<file path="config.mk">
export PLATFORM = sky130hd
export DESIGN_NAME = alu_exec_unit_flat
export DESIGN_NICKNAME = d
export VERILOG_FILES = /design/src/rtl/alu_exec_if.sv /design/src/rtl/alu_exec_unit.sv /design/src/flat_wrapper.sv
export SDC_FILE = /design/constraint.sdc
export NUM_CORES = 1
export LEC_CHECK = 0
export ABC_AREA = 0
export CELL_PAD_IN_SITES_DETAIL_PLACEMENT = 2
export CELL_PAD_IN_SITES_GLOBAL_PLACEMENT = 2
export CORE_MARGIN = 1.5
export CORE_UTILIZATION = 37
export CTS_CLUSTER_SIZE = 14
export DETAILED_ROUTE_END_ITERATION = 6
export GPL_TIMING_DRIVEN = 0
export PLACE_DENSITY_LB_ADDON = 0.1
export SYNTH_ARGS = -nofsm -noshare
export SYNTH_HDL_FRONTEND = slang
export SYNTH_SLANG_ARGS = --single-unit
export TNS_END_PERCENT = 100
</file>
<file path="constraint.sdc">
create_clock -name clk_i -period 6.4 [get_ports clk_i]
set_clock_uncertainty 0.2 [all_clocks]
set_input_delay 1.28 -clock clk_i [delete_from_list [all_inputs] [get_ports clk_i]]
set_output_delay 1.28 -clock clk_i [all_outputs]
set_load 0.01 [all_outputs]
</file>
<file path="src/rtl/alu_exec_if.sv">
// Request/response bundle between EX-stage control and the ALU execute unit.
interface alu_exec_if #(
  parameter int DATA_W = 32
);
  logic              valid_i;
  logic [2:0]        ALUCtrl_i;
  logic [DATA_W-1:0] data1_i;
  logic [DATA_W-1:0] data2_i;
  logic              flush_i;
  logic              ready_o;
  logic              valid_o;
  logic [DATA_W-1:0] result_o;
  logic              zero_o;

  modport master (
    output valid_i, ALUCtrl_i, data1_i, data2_i, flush_i,
    input  ready_o, valid_o, result_o, zero_o
  );

  modport slave (
    input  valid_i, ALUCtrl_i, data1_i, data2_i, flush_i,
    output ready_o, valid_o, result_o, zero_o
  );
endinterface

</file>
<file path="src/rtl/alu_exec_unit.sv">
// EX-stage ALU: single-cycle ops plus an iterative shift-add multiplier that
// holds ready low while busy. Results are registered and held between completions.
module alu_exec_unit #(
  parameter int DATA_W = 32
) (
  input logic       clk_i,
  input logic       rst_i,
  alu_exec_if.slave bus
);

  localparam int CNT_W = $clog2(DATA_W + 1);
  localparam logic [CNT_W-1:0] LAST_CNT = CNT_W'(DATA_W - 1);

  localparam logic [2:0] OP_ADD = 3'b000;
  localparam logic [2:0] OP_SUB = 3'b001;
  localparam logic [2:0] OP_AND = 3'b010;
  localparam logic [2:0] OP_XOR = 3'b011;
  localparam logic [2:0] OP_MUL = 3'b100;
  localparam logic [2:0] OP_SLL = 3'b101;
  localparam logic [2:0] OP_SRA = 3'b110;

  typedef enum logic {
    ST_IDLE = 1'b0,
    ST_MUL  = 1'b1
  } state_t;

  state_t            state_r, state_s;
  logic [DATA_W-1:0] mcand_r, mcand_s;
  logic [DATA_W-1:0] mplier_r, mplier_s;
  logic [DATA_W-1:0] acc_r, acc_s;
  logic [DATA_W-1:0] acc_step_s;
  logic [DATA_W-1:0] result_r, result_s;
  logic [CNT_W-1:0]  cnt_r, cnt_s;
  logic              valid_r, valid_s;
  logic              accept_s;

  // MUL and the undefined code both fall to zero here; MUL never uses this path.
  function automatic logic [DATA_W-1:0] single_op(
    input logic [2:0]        op,
    input logic [DATA_W-1:0] a,
    input logic [DATA_W-1:0] b
  );
    logic [DATA_W-1:0] r;
    r = {DATA_W{1'b0}};
    case (op)
      OP_ADD:  r = a + b;
      OP_SUB:  r = a - b;
      OP_AND:  r = a & b;
      OP_XOR:  r = a ^ b;
      OP_SLL:  r = a << b[4:0];
      OP_SRA:  r = $signed(a) >>> b[4:0];
      default: r = {DATA_W{1'b0}};
    endcase
    return r;
  endfunction

  // Flush beats a simultaneous request, so it gates acceptance.
  assign accept_s   = bus.valid_i && (state_r == ST_IDLE) && !bus.flush_i;
  assign acc_step_s = mplier_r[0] ? (acc_r + mcand_r) : acc_r;

  // Next-state, multiplier datapath and result capture.
  always_comb begin
    state_s  = state_r;
    mcand_s  = mcand_r;
    mplier_s = mplier_r;
    acc_s    = acc_r;
    cnt_s    = cnt_r;
    result_s = result_r;
    valid_s  = 1'b0;
    case (state_r)
      ST_IDLE: begin
        if (accept_s && (bus.ALUCtrl_i == OP_MUL)) begin
          mcand_s  = bus.data1_i;
          mplier_s = bus.data2_i;
          acc_s    = {DATA_W{1'b0}};
          cnt_s    = {CNT_W{1'b0}};
          state_s  = ST_MUL;
        end else if (accept_s) begin
          result_s = single_op(bus.ALUCtrl_i, bus.data1_i, bus.data2_i);
          valid_s  = 1'b1;
        end else begin
          state_s = ST_IDLE;
        end
      end
      ST_MUL: begin
        if (bus.flush_i) begin
          state_s = ST_IDLE;
        end else begin
          acc_s    = acc_step_s;
          mcand_s  = mcand_r << 1;
          mplier_s = mplier_r >> 1;
          cnt_s    = cnt_r + {{(CNT_W-1){1'b0}}, 1'b1};
          if (cnt_r == LAST_CNT) begin
            result_s = acc_step_s;
            valid_s  = 1'b1;
            state_s  = ST_IDLE;
          end else begin
            state_s = ST_MUL;
          end
        end
      end
      default: begin
        state_s = ST_IDLE;
      end
    endcase
  end

  // State and datapath registers.
  always_ff @(posedge clk_i or posedge rst_i) begin
    if (rst_i) begin
      state_r  <= ST_IDLE;
      mcand_r  <= {DATA_W{1'b0}};
      mplier_r <= {DATA_W{1'b0}};
      acc_r    <= {DATA_W{1'b0}};
      cnt_r    <= {CNT_W{1'b0}};
      result_r <= {DATA_W{1'b0}};
      valid_r  <= 1'b0;
    end else begin
      state_r  <= state_s;
      mcand_r  <= mcand_s;
      mplier_r <= mplier_s;
      acc_r    <= acc_s;
      cnt_r    <= cnt_s;
      result_r <= result_s;
      valid_r  <= valid_s;
    end
  end

  assign bus.ready_o  = (state_r == ST_IDLE);
  assign bus.valid_o  = valid_r;
  assign bus.result_o = result_r;
  assign bus.zero_o   = (result_r == {DATA_W{1'b0}});

endmodule

</file>
<file path="src/flat_wrapper.sv">
// flat-port wrapper written by rule: the top's interface ports become plain ports
module alu_exec_unit_flat 
#(
  parameter int DATA_W = 32
)
  (clk_i, rst_i, bus_valid_i, bus_ALUCtrl_i, bus_data1_i, bus_data2_i, bus_flush_i, bus_ready_o, bus_valid_o, bus_result_o, bus_zero_o);
  alu_exec_if #(.DATA_W(DATA_W)) bus_i ();
  input logic clk_i;
  input logic rst_i;
  input wire logic [$bits(bus_i.valid_i)-1:0] bus_valid_i;
  input wire logic [$bits(bus_i.ALUCtrl_i)-1:0] bus_ALUCtrl_i;
  input wire logic [$bits(bus_i.data1_i)-1:0] bus_data1_i;
  input wire logic [$bits(bus_i.data2_i)-1:0] bus_data2_i;
  input wire logic [$bits(bus_i.flush_i)-1:0] bus_flush_i;
  output wire logic [$bits(bus_i.ready_o)-1:0] bus_ready_o;
  output wire logic [$bits(bus_i.valid_o)-1:0] bus_valid_o;
  output wire logic [$bits(bus_i.result_o)-1:0] bus_result_o;
  output wire logic [$bits(bus_i.zero_o)-1:0] bus_zero_o;
  assign bus_i.valid_i = bus_valid_i;
  assign bus_i.ALUCtrl_i = bus_ALUCtrl_i;
  assign bus_i.data1_i = bus_data1_i;
  assign bus_i.data2_i = bus_data2_i;
  assign bus_i.flush_i = bus_flush_i;
  assign bus_ready_o = bus_i.ready_o;
  assign bus_valid_o = bus_i.valid_o;
  assign bus_result_o = bus_i.result_o;
  assign bus_zero_o = bus_i.zero_o;
  alu_exec_unit #(.DATA_W(DATA_W)) u_core (.clk_i(clk_i), .rst_i(rst_i), .bus(bus_i));
endmodule
</file>
==> run summary, run 1 <==
Antenna violations before repair - 1
Reg2reg start - u_core.acc_r[1]
Post-layout nets - 2095
CTS buffer count - 17
Worst Setup End Kind - flip-flop
Cell Rows - 73
# DRC - 0
RD Place Congestion - 0.984
Min-delay worst type - reg -> reg
Max-Cap Viols - 0
Combinational share of power - 44.4%
Hold slack - 0.283 ns
Routed met3 length - 5200 um
Hold_buf cts - 0
Top cell type's share of synthesized area - 22.9%
Reg area - 3400 um2
Core area - 39600 um2
Initial Util - 37.4%
Psw - 1.77 mW
Sequential share of power - 29.5%
Die height - 203 um
CTS Sinks - 136
Die area - 41300 um2
Detailed-route via count - 16400
FF-to-FF setup slack - 2.44 ns
RSZ-0062 raised after global routing - false
Cell Area, Synth - 14800 um2
Reg-to-reg endpoint - u_core.bus.result_o[25]
Total power - 4.11 mW
Clock transition at the registers of the reported paths - 0.06 ns
Top cell type by total area after synthesis - dfrtp_1
Drt pass-1 iters - 5
Leakage - 7.00 nW
R2R depth - 10
Insertion delay to the later sink of the worst-skew pair - 0.48 ns
Final cell count without fillers - 2463
Synth warn - 0
Global-route wire length before repair - 119000 um
I/O Buffers - 104
P&R area growth vs syn - 16.2%
Largest net degree at the start of global routing - 90
Yosys reg bits - 136
Worst EP arrival - 6.37 ns
CP Capture Point - u_core.bus.result_o[20]
Sw frac - 43.0%
Pwr dens - 239 nW/um2
WL final - 81200 um
Synthesized instance count - 1804
VDD IR-drop max - 211 uV
Met1 WL - 32800 um
Post-synth EDFFs - 0
Sequential share of the synthesized area - 22.9%
Clock power frac - 26.1%
Drt initial violations - 1341
Clock Tree Root - clkbuf_16
Share of post-route cells with drive strength above 1 - 9.18%
ANT cells - 0
Antenna Nets Post-Route - 0
Routed len/inst - 33.0 um
Vias per cell - 6.68
Chip width - 203 um
Main flop type after synthesis - dfrtp_1
Gr ovfl total - 0
Ys async rst share - 100%
Status - finished clean
H-tree levels - 4
Setup violations, final - 0
Crit path from - bus_ALUCtrl_i[0]
Minimum clock period - 6.23 ns
Fill cells - 4540
Highest metal used - met5
Max Fclk - 160 MHz
Slew headroom - 15.7%
Top cells by area, synth - dfrtp_1 (23%), mux4_2 (9.3%), ha_1 (8.2%)
Synth cell types - 84
Multi-input gate area - 10800 um2
Slew Limit Fails - 0
Clock Path Buffers - 2
Final worst-path cycle share - 97.4%
DP Cell Count - 2434
Vias in the first global route - 17400
Worst-Margin Slew - 1.25 ns
Syn_nets - 1974
Worst Path Max Fanout - 10
CTS tree - yes
CP required - 6.53 ns
Critical setup path kind - in -> reg
Met2 routed WL - 38200 um
Startpoint Class - input port
TNS Setup - 0 ns
Syn Area/Cell - 8.22 um2
Global Route Usage Sum - 39.6%
Final hold vios - 0
Total I/O pin count - 106
DP HPWL - 62600 um
Internal power - 2.35 mW
-- power groups by stage --
stage / Combinational [mW] / Sequential [mW] / Clock (mW)
final: 1.83 / 1.21 / 1.07
after detailed placement: 1.77 / 1.22 / 0
after floorplan: 1.06 / 1.16 / 0
after CTS: 1.79 / 1.21 / 1.09
after global routing: 1.95 / 1.23 / 1.11
after global placement: 1.69 / 1.21 / 0
-- Yosys cell counts (all sizes together) (10+ instances only) --
cell	number
nand4	18
xnor2	44
a21oi	113
o22ai	12
xor2	34
a21o	33
o21ai	182
buf	34
dfrtp	136
o211ai	16
nor3	29
clkbuf	91
o221ai	10
mux4	61
nor2	195
nand3	25
mux2	15
o31ai	20
inv	34
a22oi	17
nand2b	15
nand2	240
mux2i	105
nor4	10
a222oi	11
ha	97
a31oi	39
and3	14
a211oi	23
-- metal layers --
layer / global-route usage, % / up-vias
met3: 6.60 / 215
met4: 23.5 / 2
met1: 48.6 / 8539
met5: 0 / -
li1: - / 6964
met2: 65.1 / 725
-- cells by family after synthesis --
group / after synthesis / synth area share [%]
simple gates: 594 / 18.0
flops: 136 / 22.9
compound gates: 555 / 24.0
xor+xnor: 78 / 4.61
fa+ha+maj: 99 / 8.45
buf+inv: 161 / 4.60
mux: 181 / 17.5
-- worst min-delay path by stage --
stage	startpoint	endpoint	slack, ns	cells after the start
after floorplan	u_core.mplier_r[10]	u_core.mplier_r[10]	0.25	2
after global placement	u_core.mplier_r[27]	u_core.mplier_r[27]	0.26	2
after detailed placement	u_core.mplier_r[8]	u_core.mplier_r[8]	0.28	2
after CTS	u_core.mplier_r[8]	u_core.mplier_r[8]	0.29	2
after global routing	u_core.mplier_r[8]	u_core.mplier_r[8]	0.31	2
final	u_core.mplier_r[13]	u_core.mplier_r[13]	0.28	2
-- area by class of cell --
| type | instances | share of cell area [%] |
|---|---|---|
| multi-input cells | 1507 | 62.7 |
| flip-flops and latches | 136 | 19.7 |
| repair buffers | 106 | 6.23 |
| well taps | 525 | 3.81 |
| plain buffers | 121 | 3.14 |
| clock buffers | 22 | 2.75 |
| clock inverters | 10 | 0.820 |
| inverters | 36 | 0.813 |
-- metrics by stage --
| step | util (%) | area (um2) | worst slack (ns) |
|---|---|---|---|
| after CTS | 43.5 | 17200 | 0.00861 |
| after global placement | 41.7 | 16500 | -1.05 |
| after global routing | 43.5 | 17200 | 0.0256 |
| final | 43.5 | 17200 | 0.165 |
| after floorplan | - | 14800 | 1.00 |
| after detailed placement | 41.8 | 16600 | -1.21 |
-- sequential cells by signal, indices dropped and copies added (netlist names) --
name,flops
u_core.acc_r,32
u_core.bus.result_o,32
u_core.mcand_r,32
u_core.mplier_r,32
u_core.cnt_r,6
u_core.bus.valid_o,1
u_core.state_r,1
-- cell usage in the layout, fill, tap and decap left out, types with 8 or more instances in the layout --
master,count
a211oi_1,18
a21o_1,33
a21oi_1,110
a222oi_1,11
a22oi_1,17
a31oi_1,39
and2_1,8
and3_1,14
buf_1,11
buf_2,11
clkbuf_1,85
clkbuf_16,17
clkdlybuf4s50_1,103
dfrtp_1,136
ha_1,96
inv_1,29
mux2_2,15
mux2i_1,105
mux4_2,61
nand2_1,239
nand2b_1,15
nand3_1,24
nand4_1,18
nor2_1,193
nor3_1,27
nor4_1,9
o2111ai_1,9
o211ai_1,14
o21ai_0,174
o21ai_1,8
o221ai_1,10
o22ai_1,12
o31ai_1,19
xnor2_1,44
xor2_1,34
-- what timing repair did --
item / CTS / global route
endpoints found under the hold margin: 0 / 0
endpoints found under the setup margin: 22 / 16
pin swaps: 0 / 1
resized for setup: 14 / 11
setup buffers: 1 / 0
-- worst max-delay path: stages --
cell	delay, ns
clkdlybuf4s50_1	0.54
clkbuf_2	0.33
nand2_1	0.44
clkbuf_1	0.63
o41ai_1	0.22
xor2_1	0.20
ha_1	0.39
a21o_1	0.19
a211o_1	0.30
nor3_1	0.31
a211oi_2	0.19
a221o_1	0.41
xnor2_1	0.26
o2111ai_1	0.23
a21oi_1	0.32
o21ai_1	0.10
(Power assumes the default switching activity.)
==> run 2: changes to the inputs <==
--- a/config.mk
+++ b/config.mk
@@ -5,11 +5,10 @@
 export SDC_FILE = /design/constraint.sdc
 export NUM_CORES = 1
 export LEC_CHECK = 0
-export ABC_AREA = 0
 export CELL_PAD_IN_SITES_DETAIL_PLACEMENT = 2
 export CELL_PAD_IN_SITES_GLOBAL_PLACEMENT = 2
 export CORE_MARGIN = 1.5
-export CORE_UTILIZATION = 37
+export CORE_UTILIZATION = 40
 export CTS_CLUSTER_SIZE = 14
 export DETAILED_ROUTE_END_ITERATION = 6
 export GPL_TIMING_DRIVEN = 0
==> constraint.sdc (replaced) <==
create_clock -name clk_i -period 7.41 [get_ports clk_i]
set_clock_uncertainty 0.2 [all_clocks]
set_input_delay 1.482 -clock clk_i [delete_from_list [all_inputs] [get_ports clk_i]]
set_output_delay 1.482 -clock clk_i [all_outputs]
set_load 0.01 [all_outputs]
==> run 2 against run 1 <==
  * The flow now finishes with violations (max-capacitance violations, max-slew violations)
  * First-iteration DRC count up 23%
  * Critical path depth up 7
  * Final cell count down 2.2%
  * Hold slack better by 0.0035 ns
  * Global-route usage up 4.6 points
  * Clock power down 18%
  * Die area down 7.4%
  * Register-to-register slack better by 0.94 ns
  * Sequential cell count unchanged
  * Highest routed layer unchanged
==> run summary, run 2 (synthesis results as in run 1) <==
Status - complete, but fails checks
Failing checks - max-capacitance violations, max-slew violations
Largest net degree at the start of global routing - 90
Die area - 38200 um2
Minimum clock period - 7.11 ns
Hold slack - 0.287 ns
Max-Cap Viols - 1
Postcts setup bufs - 0
Most frequent cells in the layout - nand2_1 (239), nor2_1 (195), o21ai_0 (174)
Insertion delay to the later sink of the worst-skew pair - 0.45 ns
# DRC - 0
Chip width - 196 um
Final hold vios - 0
Worst Path Max Fanout - 10
Antenna Nets Post-Route - 0
Gr ovfl total - 0
Max Fclk - 141 MHz
Global-route wire length before repair - 123000 um
Share of post-route cells with drive strength above 1 - 8.40%
Core area - 36500 um2
Cell Rows - 70
Startpoint Class - input port
Post-layout nets - 2097
Setup violations, final - 0
PnR worst setup slack - 0.297 ns
Worst Setup End Kind - flip-flop
CTS Sinks - 136
DP HPWL - 62600 um
Vias in the first global route - 18300
Hold_buf cts - 0
RSZ-0062 raised after global routing - false
RD Place Congestion - 1.01
Initial Util - 40.6%
H-tree levels - 4
Final cell count without fillers - 2408
Slew Limit Fails - 2
Clock transition at the registers of the reported paths - 0.06 ns
Critical setup path kind - in -> reg
CTS tree - yes
Vias per cell - 7.03
# resized after CTS - 1
Pre-CTS WS - -0.400 ns
Reg area - 3400 um2
Drt initial violations - 1647
DP Cell Count - 2377
Pwr dens - 208 nW/um2
Clock Path Buffers - 2
Final worst-path cycle share - 96.0%
Drt pass-1 iters - 6
Fill cells - 4101
Commonest non-fill, non-tap cell in the layout - nand2_1
Global Route Usage Sum - 44.1%
Worst EP arrival - 7.22 ns
P&R area growth vs syn - 15.1%
ANT cells - 0
Total I/O pin count - 106
Detailed-route via count - 16900
WL final - 83900 um
CTS buffer count - 17
Layout Utilization - 46.8%
Slew headroom - -7.05%
CP required - 7.52 ns
VDD IR-drop max - 164 uV
Routed len/inst - 34.8 um
I/O Buffers - 104
Antenna violations before repair - 3
Die height - 196 um
Min-delay worst type - reg -> reg
Leakage - 6.96 nW
Multi-input gate area - 10800 um2
Worst-Margin Slew - 1.59 ns
Clock Tree Root - clkbuf_16
[run 2: cell count changes in the layout (fill, tap and decap cells not counted), sizes merged]
cell           before  now
inv                35   36
clkbuf            110  109
bufinv              3    2
clkinvlp            5    2
dlygate4sd2         1    0
clkinv              3    9
clkdlybuf4s50     103  104
[run 2: routing by layer]
layer	up-vias	part of all wire, %	global-route usage (%)
met4	4	8.0	31.5
met2	947	46	70.6
li1	6999	-	-
met3	366	8.6	10.2
met1	8603	38	52.3
met5	-	0.032	0.383
[run 2: layout make-up]
cell class | instances | area share (%)
repair buffers | 105 | 6.26
clock buffers | 19 | 2.53
well taps | 468 | 3.43
clock inverters | 13 | 0.857
multi-input cells | 1507 | 63.0
inverters | 36 | 0.821
flip-flops and latches | 136 | 19.9
plain buffers | 124 | 3.19
[run 2: power by group]
| part | switching (mW) | internal (mW) |
|---|---|---|
| Combinational | 1.03 | 0.581 |
| Sequential | 0.172 | 0.891 |
| Clock | 0.377 | 0.498 |
| Total | 1.58 | 1.97 |
[run 2: critical path: stages]
cell and delay [ns]:
clkdlybuf4s50_1 0.62, buf_4 0.32, buf_6 0.19, buf_4 0.22, inv_1 0.16, ha_1 0.27
and4_1 0.30, nand2_1 0.21, nor3_2 0.28, nor3b_2 0.41, a21oi_1 0.15, xnor2_1 0.20
ha_1 0.26, clkbuf_1 0.19, a21o_1 0.24, a211oi_1 0.28, o211ai_1 0.15, a21oi_2 0.18
nor2_1 0.10, a31oi_1 0.25, nor3_1 0.07, o31ai_1 0.52, a21oi_1 0.14
[run 2: stage by stage]
step           power [mW]  instance area, um2  setup TNS (ns)
2_1_floorplan        1.92               14800               0
3_3_place_gp         2.49               16500          -24.42
3_5_place_dp         2.58               16500           -1.10
4_1_cts              3.50               17100               0
5_1_grt              3.67               17100               0
6_report             3.55               17100               0
[run 2: path summary, 6_finish.rpt]
kind	from	endpoint	slack, ns	cells after the start
worst max register to register	u_core.mcand_r[0]	u_core.bus.result_o[25]	3.38	10
worst min-delay path	u_core.mplier_r[8]	u_core.mplier_r[8]	0.29	2
worst min register to register	u_core.mplier_r[8]	u_core.mplier_r[8]	0.29	2
worst max-delay path	bus_data2_i[0]	u_core.bus.result_o[29]	0.30	23
min in group asynchronous	rst_i	u_core.acc_r[2]	1.24	2
max in group asynchronous	rst_i	u_core.mplier_r[11]	4.88	3
